## src/rtl/int24_to_float.sv

```systemverilog
// Converts a signed 24-bit two's-complement sample into an exact IEEE-754 single,
// normalising the magnitude one bit per cycle before packing the result.
module int24_to_float (
    input  logic        i_CLK,
    input  logic        i_RST,
    input  logic [23:0] i_DATA,
    input  logic        i_DATA_VALID,
    output logic        o_DATA_READY,
    output logic [31:0] o_FLOAT,
    output logic        o_FLOAT_VALID,
    input  logic        i_FLOAT_ACK
);

    typedef enum logic [2:0] {
        ST_IDLE,
        ST_ABS,
        ST_NORM,
        ST_PACK,
        ST_FINISH
    } state_t;

    state_t      stateQ, stateD;
    logic [23:0] dataQ, dataD;
    logic        signQ, signD;
    logic [23:0] magQ, magD;
    logic [7:0]  expQ, expD;
    logic        zeroQ, zeroD;
    logic [31:0] floatQ, floatD;
    logic        floatValidQ, floatValidD;
    logic        dataReadyQ, dataReadyD;

    always_ff @(posedge i_CLK or posedge i_RST) begin
        if (i_RST) begin
            stateQ      <= ST_IDLE;
            dataQ       <= 24'd0;
            signQ       <= 1'b0;
            magQ        <= 24'd0;
            expQ        <= 8'd0;
            zeroQ       <= 1'b0;
            floatQ      <= 32'd0;
            floatValidQ <= 1'b0;
            dataReadyQ  <= 1'b1;
        end else begin
            stateQ      <= stateD;
            dataQ       <= dataD;
            signQ       <= signD;
            magQ        <= magD;
            expQ        <= expD;
            zeroQ       <= zeroD;
            floatQ      <= floatD;
            floatValidQ <= floatValidD;
            dataReadyQ  <= dataReadyD;
        end
    end

    // The most negative input negates to 0x800000, which is still a correct unsigned magnitude.
    always_comb begin
        stateD      = stateQ;
        dataD       = dataQ;
        signD       = signQ;
        magD        = magQ;
        expD        = expQ;
        zeroD       = zeroQ;
        floatD      = floatQ;
        floatValidD = floatValidQ;
        dataReadyD  = dataReadyQ;

        case (stateQ)
            ST_IDLE: begin
                if (i_DATA_VALID && dataReadyQ) begin
                    dataD      = i_DATA;
                    dataReadyD = 1'b0;
                    stateD     = ST_ABS;
                end
            end
            ST_ABS: begin
                signD  = dataQ[23];
                magD   = dataQ[23] ? (~dataQ + 24'd1) : dataQ;
                expD   = 8'd150;
                zeroD  = (dataQ == 24'd0);
                stateD = (dataQ == 24'd0) ? ST_PACK : ST_NORM;
            end
            ST_NORM: begin
                if (magQ[23]) begin
                    stateD = ST_PACK;
                end else begin
                    magD = {magQ[22:0], 1'b0};
                    expD = expQ - 8'd1;
                end
            end
            ST_PACK: begin
                floatD      = zeroQ ? 32'h0000_0000 : {signQ, expQ, magQ[22:0]};
                floatValidD = 1'b1;
                stateD      = ST_FINISH;
            end
            ST_FINISH: begin
                if (floatValidQ && i_FLOAT_ACK) begin
                    floatValidD = 1'b0;
                    dataReadyD  = 1'b1;
                    stateD      = ST_IDLE;
                end
            end
            default: begin
                floatValidD = 1'b0;
                dataReadyD  = 1'b1;
                stateD      = ST_IDLE;
            end
        endcase
    end

    assign o_DATA_READY  = dataReadyQ;
    assign o_FLOAT       = floatQ;
    assign o_FLOAT_VALID = floatValidQ;

endmodule

```

## config.mk

```make
export PLATFORM = sky130hd
export DESIGN_NAME = int24_to_float
export DESIGN_NICKNAME = d
export VERILOG_FILES = /design/src/rtl/int24_to_float.sv
export SDC_FILE = /design/constraint.sdc
export NUM_CORES = 1
export LEC_CHECK = 0
export BUFFER_PORTS_ARGS = -buffer_cell sky130_fd_sc_hd__buf_2
export CORE_MARGIN = 2
export CORE_UTILIZATION = 52
export DETAILED_ROUTE_END_ITERATION = 7
export PLACE_DENSITY = 0.75
export SYNTH_ARGS = -nofsm -noshare
export SYNTH_HDL_FRONTEND = slang
export SYNTH_SLANG_ARGS = --single-unit
```

## constraint.sdc

```tcl
create_clock -name i_CLK -period 2.6 [get_ports i_CLK]
set_input_delay 0.26 -clock i_CLK [delete_from_list [all_inputs] [get_ports i_CLK]]
set_output_delay 0.26 -clock i_CLK [all_outputs]
set_load 0.02 [all_outputs]
```

* Yosys cells after proc, flatten, opt, wreduce, memory -nomap -nowiden
Cells that the tools add are included. W data, S select, Z words.
Cells by class: add/subtract/negate cells 2, eq/ne operators 8, multiplexer cells 16, bitwise logic cells 3, reductions and logical operators 12
Operator list (count):
- $mux W24 | 2
- $pmux W24 S2 | 1
- $mux W32 | 1
- $add A24 B1 Y24 const B | 1
- $logic_not A24 Y1 | 1
- $not A24 Y24 | 1
- $pmux W8 S2 | 1
- $pmux W3 S5 | 1
- $mux W3 | 3
- $mux W8 | 1
- $ne A2 B2 Y1 const B | 4
- $sub A8 B1 Y8 const B | 1
- $eq A3 B2 Y1 const B | 2
- $pmux W1 S3 | 2
- $reduce_and A2 Y1 | 3
- $reduce_and A3 Y1 | 2
- $reduce_or A3 Y1 | 2
- $mux W1 | 4
- $eq A3 B1 Y1 const B | 1
- $eq A3 B3 Y1 const B | 1
- $logic_not A3 Y1 | 1
- $logic_and A1 B1 Y1 | 2
- $not A1 Y1 | 2
- $reduce_bool A2 Y1 | 1
Storage, ports and cells: bits in registers 95, input port bits 28, output and inout port bits 34, word-level logic and storage cells 51

* Logic depth before layout (Yosys ltp)
Gate-level depths: netlist of the first run.
depth in word-level cells 4, mapped depth 7

* Worst setup path before layout of the first run
OpenSTA, ideal clock, no wires.
path type register -> register, from register dataQ[10], to register magQ[21], library setup time 0.134 ns, arrival 2.028 ns, data required time 2.466 ns, slack 0.438 ns, stages on the path, launching flop included 6, path buffers 0, period minus slack after synthesis 2.162 ns, path through dfrtp_1 -> or4_4 -> or4_4 -> nor4_4 -> mux2i_1 -> o211ai_2
On the way: word-level cells in the longest chain between the ends 4
Ends and longest elaborated chain:
- from (decl) | line 23 | logic [23:0] dataQ, dataD;
- from (signal assigned) | line 45 | dataQ <= dataD;
- $not A24 Y24 | line 78 | magD = dataQ[23] ? (~dataQ + 24'd1) : dataQ;
- $add A24 B1 Y24 | line 78
- $mux W24 | line 78
- $pmux W24 S2 | line 68 | case (stateQ)
- to (signal assigned) | line 47 | magQ <= magD;
- to (decl) | line 25 | logic [23:0] magQ, magD;
Every way passes these cells. A chain may end at the register's enable or synchronous reset.

* Final worst setup path of the first run
Ends and elaborated chain as after synthesis.

==> impl_summary.txt, run 1 <==
----------------------------------------------------
[Route]
  Count of TritonRoute iterations in the first routing pass ... 5
  Post-route DRC violation count ... 0
  Final ANT Viol Nets ... 0
  Total length of routed wires ... 9.11 mm
  Detailed-route via count ... 3,373
  Average wire per cell in the routed design ... 14.9 microns
  Starting DRC count in detailed routing ... 199
  DR vias/cell ... 5.52

[Clocking]
  Maximum clock path buffer count ... 2
  Total of hold buffers inserted after clock tree synthesis ... 0
  Count of cells resized by post-cts repair ... 0
  Total CTS buffers ... 9
  Number of buffers added for setup after CTS ... 0
  Clock root cell ... sky130_fd_sc_hd__clkbuf_8
  Clock insertion delay at the later pin of the skew report ... 360 ps
  Clock transition at the register clock pins on the worst setup and hold paths after CTS ... 90 ps
  # clock sinks ... 95
  CTS tree ... built
  H-tree depth reported by CTS ... 3

[Logic synthesis]
  Main flop type after synthesis ... sky130_fd_sc_hd__dfrtp_1
  Library cell with the largest summed area after synthesis ... sky130_fd_sc_hd__dfrtp_1
  Combinational family with the most area after synthesis ... simple AND/OR/NAND/NOR gates
  Number of warning messages in the yosys log ... 0
  Number of enable flip-flop cells after synthesis ... 0
  Yosys top cell area share ... 51.9%
  Sequential-to-total area share from yosys stat ... 52.5%
  Post-synthesis adder-cell area fraction ... 0.552%
  Synth Area in Compound Gates ... 13.8%
  Mean post-synth cell area ... 10.3 sq um
  Syn nets ... 472
  Number of storage elements in the synthesis netlist ... 95
  Cells taking the most area after synthesis ... sky130_fd_sc_hd__dfrtp_1, sky130_fd_sc_hd__nand2_1, sky130_fd_sc_hd__nand2b_1
  Cell count after synthesis ... 442
  Area of the mapped netlist ... 4530 sq um
  Simple-gate share of the synthesized area ... 19.8%
  Multiplexer share of the synthesized area ... 8.39%
  Fraction of registers with async set or reset after synthesis ... 100%
  Count of distinct cell types in the synthesized netlist ... 41
  Share of the synthesized netlist area taken by xor and xnor gates ... 2.32%

[Timing]
  Maximum operating frequency ... 0.439 GHz
  Final critical-path share of the clock period ... 87.7%
  RSZ-0062 raised after global routing ... false
  Number of hold violations in the final report ... 0
  Total negative setup slack ... 0 ps
  Skew final ... 10.7 ps
  Min Tclk post-route ... 2280 ps
  Pins over their slew limit ... 0
  Finish-stage setup viols ... 0
  Max-slew headroom ... 45.0%
  Transition time of the tightest slew-check pin ... 824 ps

[Flow run]
  Max-capacitance violation count ... 0

[Final layout]
  Fraction of layout instances using a drive strength above 1 ... 21.9%
  Total area of multi-input combinational cells ... 2030 sq um
  Inserted Diodes ... 0
  Area growth from synthesis to layout ... 14.2%
  Fillers ... 751
  Post-layout net count ... 528
  Register cell area after layout ... 2380 sq um

[Worst setup path]
  Type of the worst setup path ... flop to flop
  Critical path arrival ... 2520 ps
  Critical path required time ... 2840 ps
  Highest fanout seen on the critical path ... 6
  Kind of capture point of the worst setup path ... flop
  Crit path launch type ... flop

[Floorplanning]
  Top-level I/O count ... 62
  Initial Util ... 52.8%
  Die span in y ... 97.4 microns
  Area of the die ... 9480 sq um
  Cell row count ... 34
  Core Area ... 8590 sq um
  Chip Width ... 97.4 microns

[Min path]
  Hold Path Class ... primary input to async pin

[Pwr]
  Highest ir drop seen on vdd ... 0.596 mV
  Static Leakage ... 2.33 nW
  PnR Total Power ... 6.10 mW
  Total power density per cell area ... 1180 nW/um^2

[Outcome]
  Result of the run ... completed

[GRT]
  Pin count of the biggest net entering global routing ... 46
  Via count of the first global-routing pass ... 3,335
  GRT Total Usage ... 20.4%
  Remaining global-route overflow ... 0
  Wire length of the first global-routing pass ... 15.6 mm
  Initial antenna violation count ... 0

[Place]
  Sum of net half-perimeters after detailed placement ... 6.36 mm
  Number of buffers added on ports ... 61
  Routability Congestion ... 0.808

----------------------------------------------------
[path summary, 6_finish.rpt]
| path | start | to | slack, ps | cells after the start |
|---|---|---|---|---|
| min reg2reg | o_FLOAT[22] | o_FLOAT[22] | 480 | 2 |
| min in group i_CLK | i_DATA[11] | dataQ[11] | 100 | 2 |
| max | dataQ[10] | magQ[21] | 320 | 5 |
| min | i_RST | magQ[4] | 30 | 2 |
| max reg2reg | dataQ[10] | magQ[21] | 320 | 5 |
| max in group asynchronous | i_RST | o_DATA_READY | 1680 | 3 |
[state kept, by name (all words and copies together) (netlist names)]
name,cells
magQ,24
zeroQ,1
dataQ,24
stateQ,3
signQ,1
o_FLOAT,32
expQ,8
o_DATA_READY,1
o_FLOAT_VALID,1
[through the flow]
step	cell area, sq um	utilization, %	hold slack [ps]	cells	worst slack (ps)
6_report	5170	60.2	35.0	611	320
5_1_grt	5170	60.2	69.7	611	255
4_1_cts	5170	60.2	35.1	611	328
3_5_place_dp	4950	57.6	443	595	345
3_3_place_gp	4950	57.6	428	595	373
2_1_floorplan	4540	-	392	442	438
[worst max-delay path: stages, from the launching register on]
cell and delay, ps:
sky130_fd_sc_hd__dfrtp_1 430, sky130_fd_sc_hd__or4_4 570, sky130_fd_sc_hd__or4_4 560, sky130_fd_sc_hd__nor4_4 240, sky130_fd_sc_hd__mux2i_1 250, sky130_fd_sc_hd__o211ai_2 90
[report_power, final]
part | switching [mW] | internal [mW] | total (mW) | leakage, nW
combinational | 1.29 | 0.989 | 2.28 | 1.03
sequential | 0.658 | 2.09 | 2.75 | 1.19
clock | 0.526 | 0.549 | 1.07 | 0.107
total | 2.47 | 3.63 | 6.10 | 2.33
[logic make-up (layout without fill, tap and decap cells)]
family	Yosys count	after routing
compound gates	101	101
xor+xnor	12	12
fa+ha+maj	2	2
buf+inv	32	93
flops	95	95
mux	35	35
simple gates	165	165
[placed cells by master, fill, tap and decap left out, types with 2 or more instances in the layout]
| cell type | count |
|---|---|
| sky130_fd_sc_hd__or4b_1 | 3 |
| sky130_fd_sc_hd__mux2i_1 | 11 |
| sky130_fd_sc_hd__o21ai_0 | 39 |
| sky130_fd_sc_hd__xor2_1 | 8 |
| sky130_fd_sc_hd__and3_1 | 2 |
| sky130_fd_sc_hd__a31oi_1 | 2 |
| sky130_fd_sc_hd__clkinvlp_4 | 2 |
| sky130_fd_sc_hd__clkinv_4 | 2 |
| sky130_fd_sc_hd__dfrtp_1 | 94 |
| sky130_fd_sc_hd__or4_4 | 2 |
| sky130_fd_sc_hd__buf_2 | 61 |
| sky130_fd_sc_hd__mux2_1 | 13 |
| sky130_fd_sc_hd__o21ai_1 | 5 |
| sky130_fd_sc_hd__nor4_4 | 2 |
| sky130_fd_sc_hd__nand2_1 | 62 |
| sky130_fd_sc_hd__nor2b_1 | 11 |
| sky130_fd_sc_hd__clkbuf_8 | 9 |
| sky130_fd_sc_hd__mux2_2 | 11 |
| sky130_fd_sc_hd__bufinv_16 | 2 |
| sky130_fd_sc_hd__nor4_1 | 3 |
| sky130_fd_sc_hd__a21oi_1 | 12 |
| sky130_fd_sc_hd__buf_4 | 10 |
| sky130_fd_sc_hd__nor3_1 | 5 |
| sky130_fd_sc_hd__o31ai_1 | 4 |
| sky130_fd_sc_hd__or3_1 | 6 |
| sky130_fd_sc_hd__o211ai_1 | 12 |
| sky130_fd_sc_hd__a22oi_1 | 22 |
| sky130_fd_sc_hd__nand2b_1 | 35 |
| sky130_fd_sc_hd__nand3b_1 | 3 |
| sky130_fd_sc_hd__nand3_1 | 4 |
| sky130_fd_sc_hd__ha_1 | 2 |
| sky130_fd_sc_hd__nor2_1 | 17 |
| sky130_fd_sc_hd__nor3_2 | 4 |
| sky130_fd_sc_hd__or4_1 | 2 |
| sky130_fd_sc_hd__xnor2_1 | 4 |
| sky130_fd_sc_hd__inv_1 | 5 |
| sky130_fd_sc_hd__or2_2 | 2 |
| sky130_fd_sc_hd__a211oi_1 | 2 |
[Yosys cell counts (all sizes together), types with 2 or more instances]
master	number
nor2	17
dfrtp	94
nand3	4
mux2i	11
buf	2
nor4	5
o211ai	13
a31oi	2
nor2b	11
nand2	62
o21ai	44
a21oi	12
nand2b	35
or4b	3
mux2	24
or2	2
ha	2
and3	2
nand3b	3
a22oi	22
nor3	9
or3	6
inv	6
or4	4
a211oi	2
clkbuf	24
o31ai	4
xnor2	4
xor2	8
[layer usage]
metal,GRT usage (%),vias to the layer above,part of all wire (%)
li1,-,1660,-
met1,26.5,1635,45
met2,34.2,67,49
met3,4.10,11,3.7
met4,6.94,0,1.4
met5,0,-,0
[area by class of cell]
| cell class | count | share of cell area [%] |
|---|---|---|
| clock buffers | 10 | 2.47 |
| clock inverters | 6 | 1.81 |
| inverters | 6 | 0.508 |
| multi-input cells | 315 | 39.3 |
| flip-flops and latches | 95 | 46.0 |
| well taps | 108 | 2.61 |
| repair buffers | 71 | 7.35 |
No activity file was read; power rests on OpenSTA's default activity.
==> run 2: changes to the inputs <==
BUFFER_PORTS_ARGS = default   (was -buffer_cell sky130_fd_sc_hd__buf_2)
CORE_UTILIZATION = 57   (was 52)
DONT_BUFFER_PORTS = 1   (was default)
PLACE_DENSITY = 0.74   (was 0.75)
==> impl_summary.txt, run 2 (same netlist as run 1, synthesis figures left out) <==
----------------------------------------------------
[Timing]
  RSZ-0062 raised after global routing ... false
  Skew final ... 6.90 ps
  Maximum operating frequency ... 0.434 GHz
  Min Tclk post-route ... 2300 ps
  Transition time of the tightest slew-check pin ... 803 ps
  Tightest hold margin ... 10.7 ps
  Max-slew headroom ... 46.4%
  Final setup slack of the worst path ... 297 ps
  Pins over their slew limit ... 0
  Total negative setup slack ... 0 ps
  Finish-stage setup viols ... 0
  Final critical-path share of the clock period ... 88.6%
  Number of hold violations in the final report ... 0

[Route]
  Post-route DRC violation count ... 0
  Total length of routed wires ... 9.11 mm
  Detailed-route via count ... 3,149
  Final ANT Viol Nets ... 0
  Average wire per cell in the routed design ... 16.8 microns
  DR vias/cell ... 5.80
  Count of TritonRoute iterations in the first routing pass ... 4
  Starting DRC count in detailed routing ... 241

[Floorplanning]
  Cell row count ... 32
  Initial Util ... 58.7%
  Core Area ... 7730 sq um
  Chip Width ... 93.2 microns
  Top-level I/O count ... 62
  Area of the die ... 8680 sq um
  Die span in y ... 93.2 microns

[Final layout]
  Fillers ... 638
  Post-layout net count ... 466
  Inserted Diodes ... 0
  Area growth from synthesis to layout ... 7.65%
  Highest-count cells in the layout ignoring fill and taps ... sky130_fd_sc_hd__dfrtp_1, sky130_fd_sc_hd__nand2_1, sky130_fd_sc_hd__o21ai_0
  Non-Filler Instances ... 543
  Most common library cell in the layout ignoring fill and taps ... sky130_fd_sc_hd__dfrtp_1
  Flip-flop count of the largest register, all copies and words added ... 32
  Fin area ... 4880 sq um
  Fraction of layout instances using a drive strength above 1 ... 10.9%

[Worst setup path]
  Kind of capture point of the worst setup path ... flop
  Longest individual stage delay on the worst path ... 590 ps
  Cell type of the slowest stage on the worst timing path ... sky130_fd_sc_hd__or4_4
  Crit-path leading delay family ... simple AND/OR/NAND/NOR gates
  Crit path launch type ... flop
  Cell repeated most along the worst path ... sky130_fd_sc_hd__or4_4
  Number of buffer and inverter stages on the critical path ... 0
  Highest fanout seen on the critical path ... 6
  Critical path arrival ... 2550 ps
  Critical path required time ... 2840 ps
  List of cells traversed by the critical path ... or4_4 -> or4_4 -> nor4_4 -> mux2i_1 -> o211ai_2
  Type of the worst setup path ... flop to flop

[Place]
  Routability Congestion ... 0.827
  Number of buffers added on ports ... 0
  Post-place instance area ... 4640 sq um
  Pre-CTS worst setup slack ... 319 ps
  Cells after DPL ... 526
  Sum of net half-perimeters after detailed placement ... 6.21 mm

[Min path]
  Hold Path Class ... primary input to flop

[Pwr]
  Static Leakage ... 2.07 nW
  Highest ir drop seen on vdd ... 0.689 mV
  Total power density per cell area ... 1220 nW/um^2

[Clocking]
  H-tree depth reported by CTS ... 3
  Clock transition at the register clock pins on the worst setup and hold paths after CTS ... 90 ps
  # clock sinks ... 95
  CTS tree ... built
  Clock insertion delay at the later pin of the skew report ... 370 ps
  Maximum clock path buffer count ... 2
  Clock root cell ... sky130_fd_sc_hd__clkbuf_8
  Total CTS buffers ... 9

[GRT]
  GRT Total Usage ... 23.1%
  Via count of the first global-routing pass ... 3,083
  Remaining global-route overflow ... 0
  Wire length of the first global-routing pass ... 15.5 mm
  Initial antenna violation count ... 0
  Pin count of the biggest net entering global routing ... 66

[Flow run]
  Max-capacitance violation count ... 0

[Outcome]
  Result of the run ... completed

----------------------------------------------------
==> run 2: cell types whose count changed in the layout (fill, tap and decap cells not counted), moves of 2 or more <==
| cell | previous run | this run |
|---|---|---|
| sky130_fd_sc_hd__buf_2 | 61 | 0 |
| sky130_fd_sc_hd__buf_4 | 10 | 7 |
| sky130_fd_sc_hd__clkbuf_8 | 9 | 11 |
| sky130_fd_sc_hd__clkinv_4 | 2 | 0 |
==> run 2: final cells by class <==
class / instances / area [sq um] / share of cell area (%)
tap: 102 / 128 / 2.62
clock buffer: 11 / 151 / 3.10
inverter: 6 / 26.3 / 0.538
timing repair buffer: 9 / 82.6 / 1.69
clock inverter: 5 / 80.1 / 1.64
sequential: 95 / 2380 / 48.7
multi-input combinational: 315 / 2030 / 41.7
==> run 2: final timing paths <==
kind	start	to	slack (ps)	depth (start not counted)
worst min register to register	signQ	signQ	490	2
worst min-delay path	i_DATA[4]	dataQ[4]	10	1
min in group asynchronous	i_RST	dataQ[4]	430	3
worst max-delay path	dataQ[10]	magQ[21]	300	5
max in group asynchronous	i_RST	o_DATA_READY	1710	3
worst max register to register	dataQ[10]	magQ[21]	300	5
==> run 2: what timing repair did <==
action                                  in CTS  in global routing
setup buffers                                0                  0
hold buffers                                 1                  0
endpoints found under the setup margin       0                  0
endpoints found under the hold margin       94                  0
resized for setup                            0                  0
==> run 2: power breakdown <==
part           leakage (nW)  internal [mW]  switching (mW)
combinational         0.763          0.838           0.970
clock                 0.112          0.592           0.521
sequential             1.19           2.09           0.951
==> run 2: per-layer routing <==
layer	vias to the layer above	part of all wire, %	global-route usage [%]
li1	1541	-	-
met5	-	0	0
met1	1514	45	32.1
met2	79	46	35.0
met3	15	6.4	4.83
met4	0	2.0	10.5
==> run 2: stage by stage <==
stage                     power [mW]  utilization (%)
after floorplan                 4.36                -
after global placement          4.78             60.0
after detailed placement        4.89             60.0
after CTS                       6.00             63.1
after global routing            6.42             63.1
final                           5.96             63.1
==> run 3: changes to the inputs <==
clock period = 1.9 ns   (was 2.6 ns; I/O delays follow)
==> impl_summary.txt, run 3 (same netlist as run 1, synthesis figures left out) <==
----------------------------------------------------
[Min path]
  Hold Path Class ... primary input to flop

[Clocking]
  Clock insertion delay at the later pin of the skew report ... 370 ps
  H-tree depth reported by CTS ... 3
  Total CTS buffers ... 9
  # clock sinks ... 95
  Maximum clock path buffer count ... 2
  CTS tree ... built
  Clock root cell ... sky130_fd_sc_hd__clkbuf_8
  Clock transition at the register clock pins on the worst setup and hold paths after CTS ... 90 ps

[Route]
  Starting DRC count in detailed routing ... 199
  Detailed-route via count ... 3,353
  DR vias/cell ... 5.58
  Final ANT Viol Nets ... 0
  Count of TritonRoute iterations in the first routing pass ... 4
  Total length of routed wires ... 9.66 mm
  Post-route DRC violation count ... 0
  Average wire per cell in the routed design ... 16.1 microns

[Timing]
  RSZ-0062 raised after global routing ... true
  Final setup slack of the worst path ... -201 ps
  Number of hold violations in the final report ... 0
  Min Tclk post-route ... 2100 ps
  Finish-stage setup viols ... 9
  Transition time of the tightest slew-check pin ... 696 ps
  Total negative setup slack ... -847 ps
  Pins over their slew limit ... 0
  Skew final ... 12.0 ps
  Max-slew headroom ... 53.6%
  Maximum operating frequency ... 0.476 GHz
  Final critical-path share of the clock period ... 111%

[Place]
  Post-place instance area ... 4930 sq um
  Number of buffers added on ports ... 0
  Routability Congestion ... 0.809
  Sum of net half-perimeters after detailed placement ... 6.74 mm
  Cells after DPL ... 558
  Pre-CTS worst setup slack ... -184 ps

[Final layout]
  Fraction of the core area covered by cells at the end of the flow ... 70.9%
  Non-Filler Instances ... 601
  Inserted Diodes ... 0
  Flip-flop count of the largest register, all copies and words added ... 32
  Fin area ... 5480 sq um
  Post-layout net count ... 524
  Most common library cell in the layout ignoring fill and taps ... sky130_fd_sc_hd__dfrtp_1
  Area growth from synthesis to layout ... 20.8%
  Highest-count cells in the layout ignoring fill and taps ... sky130_fd_sc_hd__dfrtp_1, sky130_fd_sc_hd__nand2_1, sky130_fd_sc_hd__o21ai_0
  Fraction of layout instances using a drive strength above 1 ... 20.2%

[Worst setup path]
  Type of the worst setup path ... flop to flop
  Highest fanout seen on the critical path ... 4
  Critical path required time ... 2140 ps
  Critical path arrival ... 2340 ps
  Crit path launch type ... flop
  Kind of capture point of the worst setup path ... flop

[Flow run]
  Max-capacitance violation count ... 0

[GRT]
  Via count of the first global-routing pass ... 3,516
  Initial antenna violation count ... 0
  Pin count of the biggest net entering global routing ... 65
  GRT Total Usage ... 24.4%
  Wire length of the first global-routing pass ... 16.7 mm
  Remaining global-route overflow ... 0

[Outcome]
  Violated checks ... negative setup slack
  Result of the run ... finished, violations left

[Floorplanning]
  Cell row count ... 32
  Initial Util ... 58.7%
  Top-level I/O count ... 62
  Area of the die ... 8680 sq um
  Die span in y ... 93.2 microns
  Chip Width ... 93.2 microns
  Core Area ... 7730 sq um

[Pwr]
  Static Leakage ... 2.38 nW
  Highest ir drop seen on vdd ... 0.918 mV
  Total power density per cell area ... 1590 nW/um^2

----------------------------------------------------
## run 3: cell count changes in the layout (fill, tap and decap cells not counted), moves of 3 or more
cell and change:
sky130_fd_sc_hd__buf_12 +3, sky130_fd_sc_hd__buf_6 +3, sky130_fd_sc_hd__nor2_1 -3, sky130_fd_sc_hd__or4b_1 -3, sky130_fd_sc_hd__dlygate4sd3_1 +24, sky130_fd_sc_hd__buf_4 +28, sky130_fd_sc_hd__clkinv_2 +4, sky130_fd_sc_hd__or4b_4 +3
## run 3: layout make-up
type | instances | area [sq um]
repair buffers | 67 | 627
well taps | 102 | 128
clock inverters | 7 | 63.8
multi-input cells | 315 | 2130
clock buffers | 9 | 124
fillers | 574 | 2250
flip-flops and latches | 95 | 2380
inverters | 6 | 26.3
## run 3: per-layer routing
| metal | global-route usage, % | vias up | part of all wire, % |
|---|---|---|---|
| li1 | - | 1657 | - |
| met1 | 33.1 | 1607 | 45 |
| met2 | 39.4 | 78 | 48 |
| met3 | 4.19 | 11 | 4.9 |
| met4 | 9.31 | 0 | 1.6 |
| met5 | 0 | - | 0 |
## run 3: path summary, 6_finish.rpt
path / from / to / slack (ps) / cells past startpoint
worst max-delay path: dataQ[6] / magQ[21] / -200 / 5
worst min-delay path: i_FLOAT_ACK / o_FLOAT_VALID / 10 / 2
worst max register to register: dataQ[6] / magQ[21] / -200 / 5
worst min register to register: signQ / signQ / 500 / 2
max in group asynchronous: i_RST / magQ[3] / 780 / 3
min in group asynchronous: i_RST / dataQ[3] / 350 / 2
## run 3: through the flow
step | hold slack [ps] | power, mW
after global placement | 142 | 7.11
after floorplan | 322 | 5.99
after detailed placement | 149 | 7.28
after CTS | 7.26 | 8.66
after global routing | 44.3 | 9.37
final | 13.2 | 8.72
## run 3: what timing repair did
item,4_1_cts,5_1_grt
pin swaps,4,2
buffers inserted,2,0
cloned,0,0
hold buffers,25,0
endpoints found under the setup margin,11,31
hold endpoints to repair,48,0
gates resized for setup,8,14
## run 3: where the power goes
group	total (mW)	switching [mW]	internal, mW
Combinational	3.43	1.77	1.66
Sequential	3.99	1.11	2.88
Clock	1.30	0.702	0.599
Total	8.72	3.58	5.14
## run 3: critical path, stage by stage, from the launching register on
cell and delay, ps:
sky130_fd_sc_hd__dfrtp_1 380, sky130_fd_sc_hd__or4_4 540, sky130_fd_sc_hd__or4_4 550, sky130_fd_sc_hd__nor4_4 170, sky130_fd_sc_hd__mux2i_1 240, sky130_fd_sc_hd__o211ai_2 90
